[src/rtl/stack_sequencer.sv]
// stack_sequencer
// Command front end for the bit-lane stack. Takes one opcode at a time and
// turns it into the shared strobes and serial data for WIDTH shift-register
// lanes. Lane i holds bit i of every entry, and entry 0 is the top. The block
// also tracks the stack depth, sequences the multi-cycle ADD/SUB, and flags
// overflow and underflow.
//
// Handshake: a command transfers on a rising edge where op_valid && op_ready.
// op_ready is high only in IDLE. The command fields must be stable while
// op_valid is high. Dropping op_valid before the transfer is allowed.
//
// Ports:
//   clk, rst_n        clock; synchronous active-low reset
//   op_valid/op_ready command handshake
//   op, op_data       opcode (NOP,PUSH,POP,SWAP,DUP,ADD,SUB,CLEAR) and operand
//   top_q             current top entry read back from the lanes
//   lane_d            serial-in bit per lane
//   lane_en/lane_dir  shift strobe (1 = push, 0 = pop toward top)
//   lane_swp          swap entries 0 and 1
//   lane_rst          lane clear (reset held or CLEAR)
//   depth             entry count 0..DEPTH
//   carry             carry/borrow of the last ADD/SUB
//   err_underflow/err_overflow  one-cycle error pulses
//   dbg_state         current FSM state, for observation
module stack_sequencer #(
  parameter int WIDTH = 4,
  parameter int DEPTH = 8,
  parameter int DW    = $clog2(DEPTH + 1)
) (
  input  logic             clk,
  input  logic             rst_n,
  input  logic             op_valid,
  input  logic [2:0]       op,
  input  logic [WIDTH-1:0] op_data,
  output logic             op_ready,
  input  logic [WIDTH-1:0] top_q,
  output logic [WIDTH-1:0] lane_d,
  output logic             lane_en,
  output logic             lane_dir,
  output logic             lane_swp,
  output logic             lane_rst,
  output logic [DW-1:0]    depth,
  output logic             carry,
  output logic             err_underflow,
  output logic             err_overflow,
  output logic [2:0]       dbg_state
);

  localparam logic [2:0] OP_NOP  = 3'd0;
  localparam logic [2:0] OP_PUSH = 3'd1;
  localparam logic [2:0] OP_POP  = 3'd2;
  localparam logic [2:0] OP_SWAP = 3'd3;
  localparam logic [2:0] OP_DUP  = 3'd4;
  localparam logic [2:0] OP_ADD  = 3'd5;
  localparam logic [2:0] OP_SUB  = 3'd6;
  localparam logic [2:0] OP_CLR  = 3'd7;

  localparam logic [DW-1:0] FULL = DW'(DEPTH);
  localparam logic [DW-1:0] ONE  = DW'(1);

  typedef enum logic [2:0] {
    S_IDLE   = 3'd0,
    S_SETTLE = 3'd1,
    S_CAPB   = 3'd2,
    S_POP2   = 3'd3,
    S_PUSHR  = 3'd4
  } state_t;

  state_t           state;
  logic             clr_q;
  logic             arith_q;  // SETTLE leads into CAPB instead of IDLE
  logic             sub_q;
  logic [WIDTH-1:0] a_q;      // old top (first pop)
  logic [WIDTH-1:0] b_q;      // old second entry
  logic [WIDTH:0]   sum_w;
  logic [WIDTH:0]   dif_w;
  logic             empty;
  logic             lt2;
  logic             full;

  assign op_ready  = (state == S_IDLE);
  assign lane_rst  = ~rst_n | clr_q;
  assign dbg_state = state;

  assign empty = (depth == '0);
  assign lt2   = empty || (depth == ONE);
  assign full  = (depth == FULL);

  // The top bit of each extended result is the carry for ADD.
  // For SUB it is the borrow, which is set exactly when B < A.
  assign sum_w = {1'b0, b_q} + {1'b0, a_q};
  assign dif_w = {1'b0, b_q} - {1'b0, a_q};

  always_ff @(posedge clk) begin
    if (!rst_n) begin
      state         <= S_IDLE;
      lane_d        <= '0;
      lane_en       <= 1'b0;
      lane_dir      <= 1'b0;
      lane_swp      <= 1'b0;
      clr_q         <= 1'b0;
      depth         <= '0;
      carry         <= 1'b0;
      err_underflow <= 1'b0;
      err_overflow  <= 1'b0;
      arith_q       <= 1'b0;
      sub_q         <= 1'b0;
      a_q           <= '0;
      b_q           <= '0;
    end else begin
      // Every strobe is a one-cycle pulse unless it is re-issued below.
      lane_d        <= '0;
      lane_en       <= 1'b0;
      lane_dir      <= 1'b0;
      lane_swp      <= 1'b0;
      clr_q         <= 1'b0;
      err_underflow <= 1'b0;
      err_overflow  <= 1'b0;
      case (state)
        S_IDLE: begin
          if (op_valid) begin
            case (op)
              OP_NOP: ;
              OP_PUSH: begin
                if (full) err_overflow <= 1'b1;
                else begin
                  lane_en  <= 1'b1;
                  lane_dir <= 1'b1;
                  lane_d   <= op_data;
                  depth    <= depth + ONE;
                  state    <= S_SETTLE;
                end
              end
              OP_POP: begin
                if (empty) err_underflow <= 1'b1;
                else begin
                  lane_en <= 1'b1;
                  depth   <= depth - ONE;
                  state   <= S_SETTLE;
                end
              end
              OP_SWAP: begin
                if (lt2) err_underflow <= 1'b1;
                else begin
                  lane_swp <= 1'b1;
                  state    <= S_SETTLE;
                end
              end
              OP_DUP: begin
                if (empty) err_underflow <= 1'b1;
                else if (full) err_overflow <= 1'b1;
                else begin
                  lane_en  <= 1'b1;
                  lane_dir <= 1'b1;
                  lane_d   <= top_q;
                  depth    <= depth + ONE;
                  state    <= S_SETTLE;
                end
              end
              OP_ADD, OP_SUB: begin
                if (lt2) err_underflow <= 1'b1;
                else begin
                  // Net depth change for ADD/SUB is -1, applied here.
                  a_q     <= top_q;
                  sub_q   <= (op == OP_SUB);
                  arith_q <= 1'b1;
                  lane_en <= 1'b1;
                  depth   <= depth - ONE;
                  state   <= S_SETTLE;
                end
              end
              OP_CLR: begin
                clr_q <= 1'b1;
                depth <= '0;
                state <= S_SETTLE;
              end
              default: ;
            endcase
          end
        end
        S_SETTLE: begin
          // Lets the last strobe land before top_q is read again.
          if (arith_q) begin
            arith_q <= 1'b0;
            state   <= S_CAPB;
          end else begin
            state <= S_IDLE;
          end
        end
        S_CAPB: begin
          b_q     <= top_q;
          lane_en <= 1'b1;
          state   <= S_POP2;
        end
        S_POP2: begin
          lane_en  <= 1'b1;
          lane_dir <= 1'b1;
          lane_d   <= sub_q ? dif_w[WIDTH-1:0] : sum_w[WIDTH-1:0];
          carry    <= sub_q ? dif_w[WIDTH] : sum_w[WIDTH];
          state    <= S_PUSHR;
        end
        S_PUSHR: state <= S_IDLE;
        default: state <= S_IDLE;
      endcase
    end
  end

endmodule

[config.mk]
export PLATFORM = sky130hd
export DESIGN_NAME = stack_sequencer
export DESIGN_NICKNAME = d
export VERILOG_FILES = /design/src/rtl/stack_sequencer.sv
export SDC_FILE = /design/constraint.sdc
export NUM_CORES = 1
export LEC_CHECK = 0
export BUFFER_PORTS_ARGS = -buffer_cell sky130_fd_sc_hd__buf_2
export CELL_PAD_IN_SITES_DETAIL_PLACEMENT = 1
export CELL_PAD_IN_SITES_GLOBAL_PLACEMENT = 1
export CORE_ASPECT_RATIO = 1.75
export CORE_MARGIN = 1.5
export CORE_UTILIZATION = 37
export DETAILED_ROUTE_END_ITERATION = 6
export PLACE_DENSITY = 0.72
export SYNTH_ARGS = -nofsm -noshare
export SYNTH_HDL_FRONTEND = slang
export SYNTH_SLANG_ARGS = --single-unit
export TNS_END_PERCENT = 1
[constraint.sdc]
create_clock -name clk -period 2.1 [get_ports clk]
set_clock_uncertainty 0.1 [all_clocks]
set_input_delay 0.105 -clock clk [delete_from_list [all_inputs] [get_ports clk]]
set_output_delay 0.105 -clock clk [all_outputs]
set_load 0.005 [all_outputs]
== Word level (Yosys, flattened, before mapping) ==
Index checks and enable logic that the tools add are counted.

* Register bits after elaboration: 28
* Bits of input ports: 14
* Output and inout port bits: 19
* Logic and storage cells: 100

* $add $sub $neg: 4
* Eq/ne operators: 22
* Multiplexer cells: 42
* Bitwise gates (word level): 3
* Reduce and logical (&&, ||, !) cells: 15

{| class="wikitable"
|+ Operators with widths
! kind !! number
|-
| $mux W4 || 9
|-
| $pmux W4 S5 || 1
|-
| $pmux W4 S2 || 2
|-
| $mux W1 || 15
|-
| $mux W3 || 5
|-
| $pmux W3 S5 || 1
|-
| $eq A3 B2 Y1 const B || 4
|-
| $eq A3 B3 Y1 const B || 4
|-
| $pmux W1 S2 || 6
|-
| $pmux W3 S4 || 1
|-
| $reduce_and A4 Y1 || 3
|-
| $ne A2 B2 Y1 const B || 5
|-
| $ne A3 B3 Y1 const B || 3
|-
| $eq A3 B1 Y1 const B || 2
|-
| $ne A6 B2 Y1 const B || 1
|-
| $reduce_and A6 Y1 || 1
|-
| $reduce_or A2 Y1 || 3
|-
| $add A4 B4 Y5 || 1
|-
| $reduce_and A5 Y1 || 1
|-
| $reduce_bool A5 Y1 || 1
|-
| $sub A4 B4 Y5 || 1
|-
| $add A4 B1 Y4 const B || 1
|-
| $eq A4 B1 Y1 const B || 1
|-
| $eq A4 B4 Y1 const B || 1
|-
| other kinds (12) || 13
|}

== Longest topological paths before layout ==
* Word-level depth: 6
* Depth in mapped cells: 9
* Gate-level depth less buffers: 9

== Worst setup path before layout ==
OpenSTA, ideal clock, no wires.

* Kind: reg2reg
* From: register depth[0]
* To: register depth[2]
* Library setup time: 0.119 ns
* Arrival: 1.879 ns
* Required time: 1.881 ns
* Setup slack: 0.002 ns
* Cell stages (with the launch flop): 8
* Path buffers: 0
* Period minus slack after synthesis: 2.098 ns
* Cell sequence: dfxtp_1 inv_1 ha_1 or3b_1 or3_4 o2111ai_4 nor2_1 o221a_2

* Cells in the longest elaborated chain, start to end: 4
* Elaborated cells between the ends (all ways): 15
* Those cells by class: 2 x add/sub; 5 x eq/ne; 5 x mux; 3 x reduce/logical

{| class="wikitable"
|+ RTL lines
! element !! RTL line !! RTL
|-
| start: declaration || 42 || <nowiki>output logic [DW-1:0] depth,</nowiki>
|-
| start signal: assignment || 130 || <nowiki>depth <= depth + ONE;</nowiki>
|-
| start signal: assignment || 138 || <nowiki>depth <= depth - ONE;</nowiki>
|-
| start signal: assignment || 156 || <nowiki>depth <= depth + ONE;</nowiki>
|-
| $add A4 B1 Y4, or another cell as far along || 130, 156 ||
|-
| $mux W4 or $logic_or A1 B1 Y1 (tied branches) || 125, 151, 86 ||
|-
| $mux W4 or $ne A2 B2 Y1 (tied branches) || -- ||
|-
| $pmux W4 S5 or $reduce_and A6 Y1 (tied branches) || -- ||
|}

Several ways; a longest one is shown, not always the timed one. The select of a mux whose other input is x is not followed.
A chain may end at the register's enable or synchronous reset.

== Worst setup path after layout ==
* From: register depth[1]
* To: register depth[2]

Same word-level chain as after synthesis.

==> flow_summary.ini <==
[outcome]
status = complete, no violations

[place]
port_buffers = 32
hpwl_um = 4379
place_worst_setup_slack_ps = 64.14
dpl_cell_area_um2 = 2176
place.gp.congestion = 0.8693

[timing]
worst_slew_pin_slew_ps = 422.8
slew_viol_final = 0
fin_ws_ps = 80.56
setup_viol_count_final = 0
whs_ps = 14.68
hold_viol_final = 0
fmax_ghz = 0.4952
finalCritPeriodShare = 0.9616
min_period_ps = 2019
rsz0062_at_grt = true
slew_headroom = 0.7160
setup_tns_ps = 0

[floorplan]
die_area_um2 = 5585
rows = 34
die_h_um = 97.75
coreArea_um2 = 4935
ioPinCount = 33
die_x_um = 57.14
start_util = 0.3846

[routing]
ant_nets = 0
drt_iter0_drc = 54
vias_per_cell = 5.607
dr.pass1.iters = 4
vias = 1811
drc_errors = 0
post_drt_wl_per_cell_um = 17.20
drt_wl_total_um = 5556

[setup_path]
cp-start-kind = flop
worstSetupPathType = reg2reg
crit_chain = inv_1 > ha_1 > or3b_1 > or3_4 > o2111ai_4 > nor2_1 > o221a_2
cp-end-kind = flop
cpPeakStageDelay_ps = 390
cp_slowest_cell = or3_4
worstPathMaxFanout = 8
critPathArrivalTime_ps = 2110
worst_ep_required_time_ps = 2190

[synth]
avgSynthCellArea_um2 = 8.325
syn_area_um2 = 1898
synth_cell_types = 55
synth_edf_count = 0
synth_cells = 228
synth-main-ff-cell = dfxtp_1
async_flop_share = 0
yosysSeqAreaShare = 0.2953
syn_nets = 256
yosys_warnings = 0
ys_ff_latch = 28

[clocking]
clock-root-buffer = clkbuf_8
clkLatencyLatePin_ps = 280
cts_tree = done
cts_max_level = 1
numCtsBuffers = 3
cts_buffer_depth = 2
cts.sinks = 28
clkTransAtPathRegs_ps = 100

[layout]
fillerInstances = 626
final_area_um2 = 2273
insertedDiodeCount = 0
drive_gt1_frac = 0.2416
postLayoutCoreUtil = 0.4607
area_growth_pct = 19.78
fin_nets = 298

[job]
max_cap_violations = 0

[grt]
grt_pass1_wl_um = 8956
grt_antenna_before_repair = 0
grt_remaining_overflow = 0
grt_pass1_vias = 1885
grt_max_degree = 19
grt_usage = 0.2049

[power]
total_leakage_power_nw = 1.001
peakVddDrop_v = 0.0003137
power.density_nw_per_um2 = 605.5

[min_path]
hold_path_class = in2reg
## kinds of logic after synthesis
logic type,Yosys count,share of synthesized area
fa+ha+maj,14,0.1002
simple gates,89,0.2637
mux,9,0.04746
flops,28,0.2953
buf+inv,31,0.07251
xor+xnor,3,0.01385
compound gates,54,0.2070
## final cells by class
| type | count | area, µm² | share of cell area |
|---|---|---|---|
| multi-input cells | 169 | 1200 | 0.5278 |
| flip-flops and latches | 28 | 561.8 | 0.2471 |
| repair buffers | 52 | 312.8 | 0.1376 |
| well taps | 54 | 67.56 | 0.02972 |
| inverters | 16 | 60.06 | 0.02642 |
| clock buffers | 3 | 41.29 | 0.01816 |
| clock inverters | 1 | 30.03 | 0.01321 |
## sequential cells by signal, summed over array words and instances, names as in the netlist
| signal | cells |
|---|---|
| a_q | 4 |
| depth | 4 |
| arith_q | 1 |
| lane_en | 1 |
| lane_d | 4 |
| lane_dir | 1 |
| sub_q | 1 |
| dbg_state | 3 |
| lane_swp | 1 |
| err_overflow | 1 |
| carry | 1 |
| clr_q | 1 |
| b_q | 4 |
| err_underflow | 1 |
## critical path: cells and delay by family, from the launching register on
family | cells | cell delay, ps
and+or+nand+nor | 3 | 830
AOI/OAI and AO/OA | 2 | 420
DFF | 1 | 320
adders and majority gates | 1 | 170
buffers and inverters | 1 | 80
## worst paths after layout
kind	start	to	slack (ps)	cells after the start
setup / recovery	depth[1]	depth[2]	80	7
hold / removal	top_q[1]	b_q[1]	10	3
setup reg to reg	depth[1]	depth[2]	80	7
hold reg to reg	arith_q	dbg_state[1]	400	2
## repair_timing
action                                 in CTS  in global routing
hold buffers                                1                  0
endpoints found under the hold margin       1                  0
setup buffers                               0                  2
setup endpoints to repair                   0                  3
gates resized for setup                     0                  2
## power breakdown
group	switching, mW	leakage, nW	internal, mW
Clock	0.182	0.0357	0.256
Sequential	0.0114	0.227	0.549
Combinational	0.208	0.738	0.170
## synth_stat cells, types with 2 or more instances
| library cell | count | area, µm² |
|---|---|---|
| a21oi_1 | 13 | 65.06 |
| a22oi_1 | 5 | 37.54 |
| and3b_1 | 2 | 17.52 |
| buf_1 | 2 | 7.510 |
| buf_2 | 5 | 25.02 |
| buf_6 | 2 | 22.52 |
| clkbuf_1 | 6 | 22.52 |
| dfxtp_1 | 28 | 560.5 |
| fa_1 | 2 | 40.04 |
| ha_1 | 12 | 150.1 |
| inv_1 | 16 | 60.06 |
| mux2i_1 | 9 | 90.09 |
| nand2_1 | 11 | 41.29 |
| nand2b_1 | 10 | 62.56 |
| nand3_1 | 4 | 20.02 |
| nand3b_1 | 3 | 22.52 |
| nor2_1 | 19 | 71.32 |
| nor2b_1 | 15 | 93.84 |
| nor3_1 | 8 | 40.04 |
| nor4_1 | 2 | 12.51 |
| o211ai_1 | 2 | 15.01 |
| o21a_1 | 5 | 37.54 |
| o21ai_0 | 7 | 35.03 |
| o221a_2 | 2 | 22.52 |
| o221ai_1 | 2 | 17.52 |
| o22ai_1 | 3 | 18.77 |
| or3_1 | 4 | 25.02 |
| xor2_1 | 2 | 17.52 |
## cells in the final DEF, fill, tap and decap left out, drive strengths merged, types with 4 or more instances in the layout
| cell | instances |
|---|---|
| dfxtp | 28 |
| a21oi | 13 |
| nor2b | 15 |
| o21a | 5 |
| or3 | 5 |
| nor2 | 20 |
| a22oi | 5 |
| nand2 | 11 |
| nand2b | 10 |
| buf | 51 |
| mux2i | 9 |
| o21ai | 8 |
| inv | 16 |
| nand3 | 4 |
| nor3 | 8 |
| ha | 12 |
## metal layers
layer  wire, µm  GRT usage  vias up
met5          0          0        -
met4        255     0.1002        0
met3        128    0.01722       17
met2       3171     0.4058       38
met1       2001     0.2003      881
li1           -          -      875
## stage by stage
stage	instances	power, mW
floorplan	228	0.8065
global placement	316	0.9350
detailed placement	316	0.9389
CTS	321	1.383
global route	323	1.444
finish	323	1.377
Power figures use the tool's default switching activity.
